### config.mk
export PLATFORM = sky130hd
export DESIGN_NAME = dmem_arbiter_flat
export DESIGN_NICKNAME = d
export VERILOG_FILES = /design/src/rtl/dmem_arbiter_if.sv /design/src/rtl/dmem_arbiter.sv /design/src/flat_wrapper.sv
export SDC_FILE = /design/constraint.sdc
export NUM_CORES = 2
export LEC_CHECK = 0
export ABC_CLOCK_PERIOD_IN_PS = 3250
export CORE_MARGIN = 2
export CORE_UTILIZATION = 35
export DETAILED_ROUTE_END_ITERATION = 16
export PLACE_DENSITY = 0.58
export SYNTH_ARGS = -nofsm -noshare
export SYNTH_HDL_FRONTEND = slang
export SYNTH_SLANG_ARGS = --single-unit
### constraint.sdc
create_clock -name clk -period 3.25 [get_ports clk]
set_input_delay 0.65 -clock clk [delete_from_list [all_inputs] [get_ports clk]]
set_output_delay 0.65 -clock clk [all_outputs]
set_load 0.005 [all_outputs]
### src/rtl/dmem_arbiter_if.sv
// Signal bundle between the dmem_arbiter and its two requesters
// (pipeline MEM stage and loader/debug port).
interface dmem_arbiter_if #(
    parameter int DATA_W = 16,
    parameter int ADDR_W = 6
);
    // Pipeline side: p_req is held while p_stall is high; the access is
    // performed in any cycle with p_req=1 and p_stall=0 (flush cancels it).
    // Loader side: l_req is held until l_gnt; the access is performed in the
    // l_gnt cycle. Read data returns with *_rvalid one cycle later.
    logic              p_req;
    logic              p_we;
    logic [DATA_W-1:0] p_addr;
    logic [DATA_W-1:0] p_wdata;
    logic              flush;
    logic              p_stall;
    logic              p_rvalid;
    logic [DATA_W-1:0] p_rdata;

    logic              l_req;
    logic              l_we;
    logic [ADDR_W-1:0] l_addr;
    logic [DATA_W-1:0] l_wdata;
    logic              l_lock;
    logic              l_gnt;
    logic              l_rvalid;
    logic [DATA_W-1:0] l_rdata;

    modport slave (
        input  p_req, p_we, p_addr, p_wdata, flush,
        input  l_req, l_we, l_addr, l_wdata, l_lock,
        output p_stall, p_rvalid, p_rdata,
        output l_gnt, l_rvalid, l_rdata
    );

    modport master (
        output p_req, p_we, p_addr, p_wdata, flush,
        output l_req, l_we, l_addr, l_wdata, l_lock,
        input  p_stall, p_rvalid, p_rdata,
        input  l_gnt, l_rvalid, l_rdata
    );
endinterface

### src/rtl/dmem_arbiter.sv
// Single-port 64-word data memory shared between the pipeline (priority)
// and a loader port, with starvation-forced loader slots and a lock mode.
module dmem_arbiter #(
    parameter int DATA_W       = 16,
    parameter int ADDR_W       = 6,
    parameter int STARVE_LIMIT = 4
) (
    input  logic          clk,
    input  logic          rst,
    dmem_arbiter_if.slave bus,
    output logic [0:0]    o_dbg_state,
    output logic [3:0]    o_dbg_wait_cnt
);
    localparam int         DEPTH  = 1 << ADDR_W;
    localparam logic [0:0] S_PIPE = 1'b0;
    localparam logic [0:0] S_LOCK = 1'b1;
    localparam logic [3:0] LIMIT  = 4'(STARVE_LIMIT);

    logic [0:0]        r_state;
    logic [3:0]        r_wait_cnt;
    logic [DATA_W-1:0] r_mem [DEPTH];
    logic              r_p_rvalid;
    logic [DATA_W-1:0] r_p_rdata;
    logic              r_l_rvalid;
    logic [DATA_W-1:0] r_l_rdata;

    logic              w_p_acc;
    logic              w_l_gnt;
    logic              w_p_stall;
    logic [3:0]        w_wait_nxt;
    logic [ADDR_W-1:0] w_acc_addr;
    logic              w_acc_wr;
    logic [DATA_W-1:0] w_acc_wdata;
    logic [DATA_W-1:0] w_rd_word;
    logic              w_unused;

    // Upper pipeline address bits are ignored: addresses wrap modulo DEPTH.
    assign w_unused = ^bus.p_addr[DATA_W-1:ADDR_W];

    // Arbitration: forced loader slot, then pipeline, then loader.
    always_comb begin
        w_p_acc   = 1'b0;
        w_l_gnt   = 1'b0;
        w_p_stall = 1'b0;
        if (rst) begin
            if (r_state == S_LOCK) begin
                w_p_stall = bus.p_req;
                w_l_gnt   = bus.l_req;
            end else if ((r_wait_cnt == LIMIT) && bus.l_req) begin
                w_l_gnt   = 1'b1;
                w_p_stall = bus.p_req;
            end else if (bus.p_req && !bus.flush) begin
                w_p_acc   = 1'b1;
            end else if (bus.l_req) begin
                w_l_gnt   = 1'b1;
            end
        end
    end

    always_comb begin
        w_wait_nxt = r_wait_cnt;
        if (r_state == S_LOCK || w_l_gnt || !bus.l_req) begin
            w_wait_nxt = 4'd0;
        end else if (r_wait_cnt < LIMIT) begin
            w_wait_nxt = r_wait_cnt + 4'd1;
        end
    end

    // At most one of w_p_acc / w_l_gnt is set, so one shared access port.
    assign w_acc_addr  = w_p_acc ? bus.p_addr[ADDR_W-1:0] : bus.l_addr;
    assign w_acc_wr    = (w_p_acc && bus.p_we) || (w_l_gnt && bus.l_we);
    assign w_acc_wdata = w_p_acc ? bus.p_wdata : bus.l_wdata;
    assign w_rd_word   = r_mem[w_acc_addr];

    always_ff @(posedge clk or negedge rst) begin
        if (!rst) begin
            r_state    <= S_PIPE;
            r_wait_cnt <= 4'd0;
        end else begin
            r_state    <= bus.l_lock ? S_LOCK : S_PIPE;
            r_wait_cnt <= w_wait_nxt;
        end
    end

    always_ff @(posedge clk or negedge rst) begin
        if (!rst) begin
            for (int i = 0; i < DEPTH; i++) begin
                r_mem[i] <= '0;
            end
        end else if (w_acc_wr) begin
            r_mem[w_acc_addr] <= w_acc_wdata;
        end
    end

    always_ff @(posedge clk or negedge rst) begin
        if (!rst) begin
            r_p_rvalid <= 1'b0;
            r_p_rdata  <= '0;
            r_l_rvalid <= 1'b0;
            r_l_rdata  <= '0;
        end else begin
            r_p_rvalid <= w_p_acc && !bus.p_we;
            r_l_rvalid <= w_l_gnt && !bus.l_we;
            if (w_p_acc && !bus.p_we) begin
                r_p_rdata <= w_rd_word;
            end
            if (w_l_gnt && !bus.l_we) begin
                r_l_rdata <= w_rd_word;
            end
        end
    end

    // A flush in the response cycle cancels the in-flight pipeline read.
    assign bus.p_rvalid = r_p_rvalid && !bus.flush;
    assign bus.p_rdata  = r_p_rdata;
    assign bus.p_stall  = w_p_stall;
    assign bus.l_gnt    = w_l_gnt;
    assign bus.l_rvalid = r_l_rvalid;
    assign bus.l_rdata  = r_l_rdata;

    assign o_dbg_state    = r_state;
    assign o_dbg_wait_cnt = r_wait_cnt;
endmodule

### src/flat_wrapper.sv
// flat-port wrapper written by rule: the top's interface ports become plain ports
module dmem_arbiter_flat 
#(
    parameter int DATA_W       = 16,
    parameter int ADDR_W       = 6,
    parameter int STARVE_LIMIT = 4
)
  (clk, rst, o_dbg_state, o_dbg_wait_cnt, bus_p_req, bus_p_we, bus_p_addr, bus_p_wdata, bus_flush, bus_l_req, bus_l_we, bus_l_addr, bus_l_wdata, bus_l_lock, bus_p_stall, bus_p_rvalid, bus_p_rdata, bus_l_gnt, bus_l_rvalid, bus_l_rdata);
  dmem_arbiter_if #(.DATA_W(DATA_W), .ADDR_W(ADDR_W)) bus_i ();
  input  logic clk;
  input  logic rst;
  output logic [0:0] o_dbg_state;
  output logic [3:0] o_dbg_wait_cnt;
  input wire logic [$bits(bus_i.p_req)-1:0] bus_p_req;
  input wire logic [$bits(bus_i.p_we)-1:0] bus_p_we;
  input wire logic [$bits(bus_i.p_addr)-1:0] bus_p_addr;
  input wire logic [$bits(bus_i.p_wdata)-1:0] bus_p_wdata;
  input wire logic [$bits(bus_i.flush)-1:0] bus_flush;
  input wire logic [$bits(bus_i.l_req)-1:0] bus_l_req;
  input wire logic [$bits(bus_i.l_we)-1:0] bus_l_we;
  input wire logic [$bits(bus_i.l_addr)-1:0] bus_l_addr;
  input wire logic [$bits(bus_i.l_wdata)-1:0] bus_l_wdata;
  input wire logic [$bits(bus_i.l_lock)-1:0] bus_l_lock;
  output wire logic [$bits(bus_i.p_stall)-1:0] bus_p_stall;
  output wire logic [$bits(bus_i.p_rvalid)-1:0] bus_p_rvalid;
  output wire logic [$bits(bus_i.p_rdata)-1:0] bus_p_rdata;
  output wire logic [$bits(bus_i.l_gnt)-1:0] bus_l_gnt;
  output wire logic [$bits(bus_i.l_rvalid)-1:0] bus_l_rvalid;
  output wire logic [$bits(bus_i.l_rdata)-1:0] bus_l_rdata;
  assign bus_i.p_req = bus_p_req;
  assign bus_i.p_we = bus_p_we;
  assign bus_i.p_addr = bus_p_addr;
  assign bus_i.p_wdata = bus_p_wdata;
  assign bus_i.flush = bus_flush;
  assign bus_i.l_req = bus_l_req;
  assign bus_i.l_we = bus_l_we;
  assign bus_i.l_addr = bus_l_addr;
  assign bus_i.l_wdata = bus_l_wdata;
  assign bus_i.l_lock = bus_l_lock;
  assign bus_p_stall = bus_i.p_stall;
  assign bus_p_rvalid = bus_i.p_rvalid;
  assign bus_p_rdata = bus_i.p_rdata;
  assign bus_l_gnt = bus_i.l_gnt;
  assign bus_l_rvalid = bus_i.l_rvalid;
  assign bus_l_rdata = bus_i.l_rdata;
  dmem_arbiter #(.DATA_W(DATA_W), .ADDR_W(ADDR_W), .STARVE_LIMIT(STARVE_LIMIT)) u_core (.clk(clk), .rst(rst), .bus(bus_i), .o_dbg_state(o_dbg_state), .o_dbg_wait_cnt(o_dbg_wait_cnt));
endmodule
==> results.md <==
* Design area at 0.06664 mm^2
* Crit path DAT at 3910 ps
* Floorplan core area at 0.1500 mm^2
* Sequential share of power at 44.7%
* Clock Power Share at 41.7%
* Syn avg cell area at approximately 9.3 um^2
* Share of the synthesized area in the top cell type at about half
* Area contributors post-synth: dfrtp_1, o21ai_0, nand2_1
* RePlAce Congestion at 0.9825
* MaxCap Viol Count at 0
* Vias/cell at 5.820
* CTS buffer count at 117
* Logic pwr share at 13.6%
* Reg clk slew, reported paths at 60 ps
* Commonest cells after routing, fill and taps aside: dfrtp_1, o21ai_0, nand2_1
* P_leak at 29.38 nW
* Slew Limit Fails at 0
* Fin util at 44.44%
* Synth Cell Area at 0.05295 mm^2
* DRC at 0
* ANT cells at 0
* Fmax at 0.3055 GHz
* Routed wire length at 209.5 mm
* Worst setup EP type: register
* CP Class: register to register
* Final setup vio count at 3
* Hold Crit Class: input port to register
* Failing checks: negative setup slack
* Placed Area at 0.06184 mm^2
* Die H at 393.0 um
* Net Sw Frac at 27.81%
* Layout cell share with drive strength beyond 1 at 20.98%
* Cells after DPL at 7,902
* Yosys warnings at 0
* Worst-Margin Slew at 1012 ps
* Sequential fraction of the synthesis area at 50.24%
* Yosys reg bits at 1,063
* CTS tree: yes
* Worst Skew at 88.55 ps
* Number of global-route vias before repair at 45,180
* Initial antenna violation count at 5
* Primary FF master, synth: dfrtp_1
* Net count after synthesis at 5,759
* Layout overhead on the synthesized area at 25.85%
* Sink Count at 1,063
* CTS Buffer Depth at 3
* DIE AREA at between 0.15 and 0.2 mm^2
* Ports at 103
* Min Tclk post-route at roughly 3300 ps
* Buffers on Ports at 92
* Non-filler cells, final at between 8,000 and 9,000
* Syn Inst Count at around 5,700
* Clock latency on the worst-skew pair at 790 ps
* Crit path max fanout at 24
* Final worst slack at -23.35 ps
* Clk root buf: clkbuf_16
* Die width at 393.0 um
* Multi-input gate area at 0.02453 mm^2
* Fillers at 14,360
* Internal Dissipation at around 24 mW
* Hold Slack at 312.7 ps
* Max_slew headroom at approximately a third
* Largest net degree at the start of global routing at 168
* Critical Path RT at 3890 ps
* CP startpoint kind: register
* Dpl hpwl at 142.4 mm
* Total track usage at a little over a quarter
* Power Total at roughly 34 mW
* Peak supply drop at 464.2 uV
* Place WS at -1247 ps
* First-pass detailed-route iteration total at 6
* Avg WL per Cell at 25.76 um
* PwrDens at 509.1 mW/mm^2
* Sw Pwr at 9.434 mW
* Starting Density at 35.31%
* H-tree Lvls at 3
* Period Utilization, post-route at 100.7%
* DRT antenna net count at 0
* Status: finished with violations
* Post-synth EDFFs at 0
* Nets at 6,084
* Row cnt at 142
* Initial drt markers at 5,462
* First-pass GRT wire length at 310.8 mm
* Reg area at between 0.02 and 0.03 mm^2
* Setup_tns at -49.85 ps
* RSZ-0062 raised after global routing: yes
* Via Count at 47,350
* Final Hold Viols at 0
* Commonest non-fill, non-tap cell in the layout: dfrtp_1
* Post-synth cell types at 90
* Grt ovf at 0
* Fraction of registers with async set/reset at between 90% and 100%
* Top cell type by total area after synthesis: dfrtp_1
[what timing repair did]
action,CTS,global route
hold buffers,1,0
cloned,0,1
endpoints found under the hold margin,17,0
gates resized for setup,38,97
setup endpoints to repair,276,95
pin swaps,5,15
setup buffers,7,7
[final timing paths]
path | start | end | slack [ps] | depth (start not counted)
min reg2reg | u_core.r_mem[164]$_DFFE_PN0P_ | u_core.r_mem[164]$_DFFE_PN0P_ | 470 | 2
min | bus_l_lock | u_core.o_dbg_state$_DFF_PN0_ | 310 | 1
max | u_core.o_dbg_state$_DFF_PN0_ | u_core.bus.l_rdata[5]$_DFFE_PN0P_ | -20 | 12
max in group asynchronous | rst | u_core.r_mem[418]$_DFFE_PN0P_ | 640 | 5
min in group asynchronous | rst | u_core.r_mem[947]$_DFFE_PN0P_ | 460 | 3
max reg2reg | u_core.o_dbg_state$_DFF_PN0_ | u_core.bus.l_rdata[5]$_DFFE_PN0P_ | -20 | 12
[synthesized netlist by cell type (48+ instances only)]
master        n
o22ai_1     106
nand3_1     153
buf_2       173
mux2i_1     158
o221ai_1    116
mux2_2      205
and3_1       99
o2111ai_1    48
clkbuf_1    388
a31oi_1      72
o21ai_0     956
o311ai_0     56
nand2_1     916
dfrtp_1    1063
nor2_1      320
a211oi_1     53
a21oi_1     324
[layout make-up]
cell class | count | share of cell area (%)
clock buffers | 160 | 5.011
clock inverters | 58 | 1.095
inverters | 19 | 0.1127
multi-input cells | 4008 | 36.81
flip-flops and latches | 1063 | 39.92
well taps | 2016 | 3.785
repair buffers | 810 | 13.25
repair inverters | 1 | 0.01127
[power by group through the flow]
stage / clock, mW / sequential (mW) / combinational [mW]
floorplan: 0 / 15.0 / 2.23
detailed placement: 0 / 15.3 / 4.50
finish: 14.1 / 15.2 / 4.63
global route: 14.9 / 15.3 / 5.02
CTS: 14.3 / 15.1 / 4.54
global placement: 0 / 15.3 / 4.42
[routing by layer]
layer	vias up	part of all wire, %	track usage, %
li1	21170	-	-
met1	23620	44	39.03
met2	2173	42	39.14
met3	387	9.8	6.639
met4	4	3.6	8.979
met5	-	0.0086	0
[cell families (layout without fill, tap and decap cells)]
kind of cell	Yosys count	after routing	share of synthesized area, %
mux	397	397	8.755
buf+inv	624	1048	5.109
fa+ha+maj	2	2	0.04725
flops	1063	1063	50.24
xor+xnor	1	1	0.01654
compound gates	1928	1928	21.86
simple gates	1680	1680	13.98
[flip-flops by register name, summed over array words and instances, names as in the netlist]
register and flops:
u_core.bus.l_rdata 16, u_core.bus.l_rvalid 1, u_core.bus.p_rdata 16, u_core.o_dbg_state 1
u_core.o_dbg_wait_cnt 4, u_core.r_mem 1024, u_core.r_p_rvalid 1
[critical path, stage by stage (launching register included)]
cell	delay [ps]
dfrtp_1	420
buf_6	140
nand4bb_4	330
buf_4	310
o21ai_2	180
nand2_2	90
buf_12	160
buf_4	160
mux4_2	300
a211o_1	370
nor4_4	350
buf_4	190
a31oi_1	80
(Power assumes the default switching activity.)
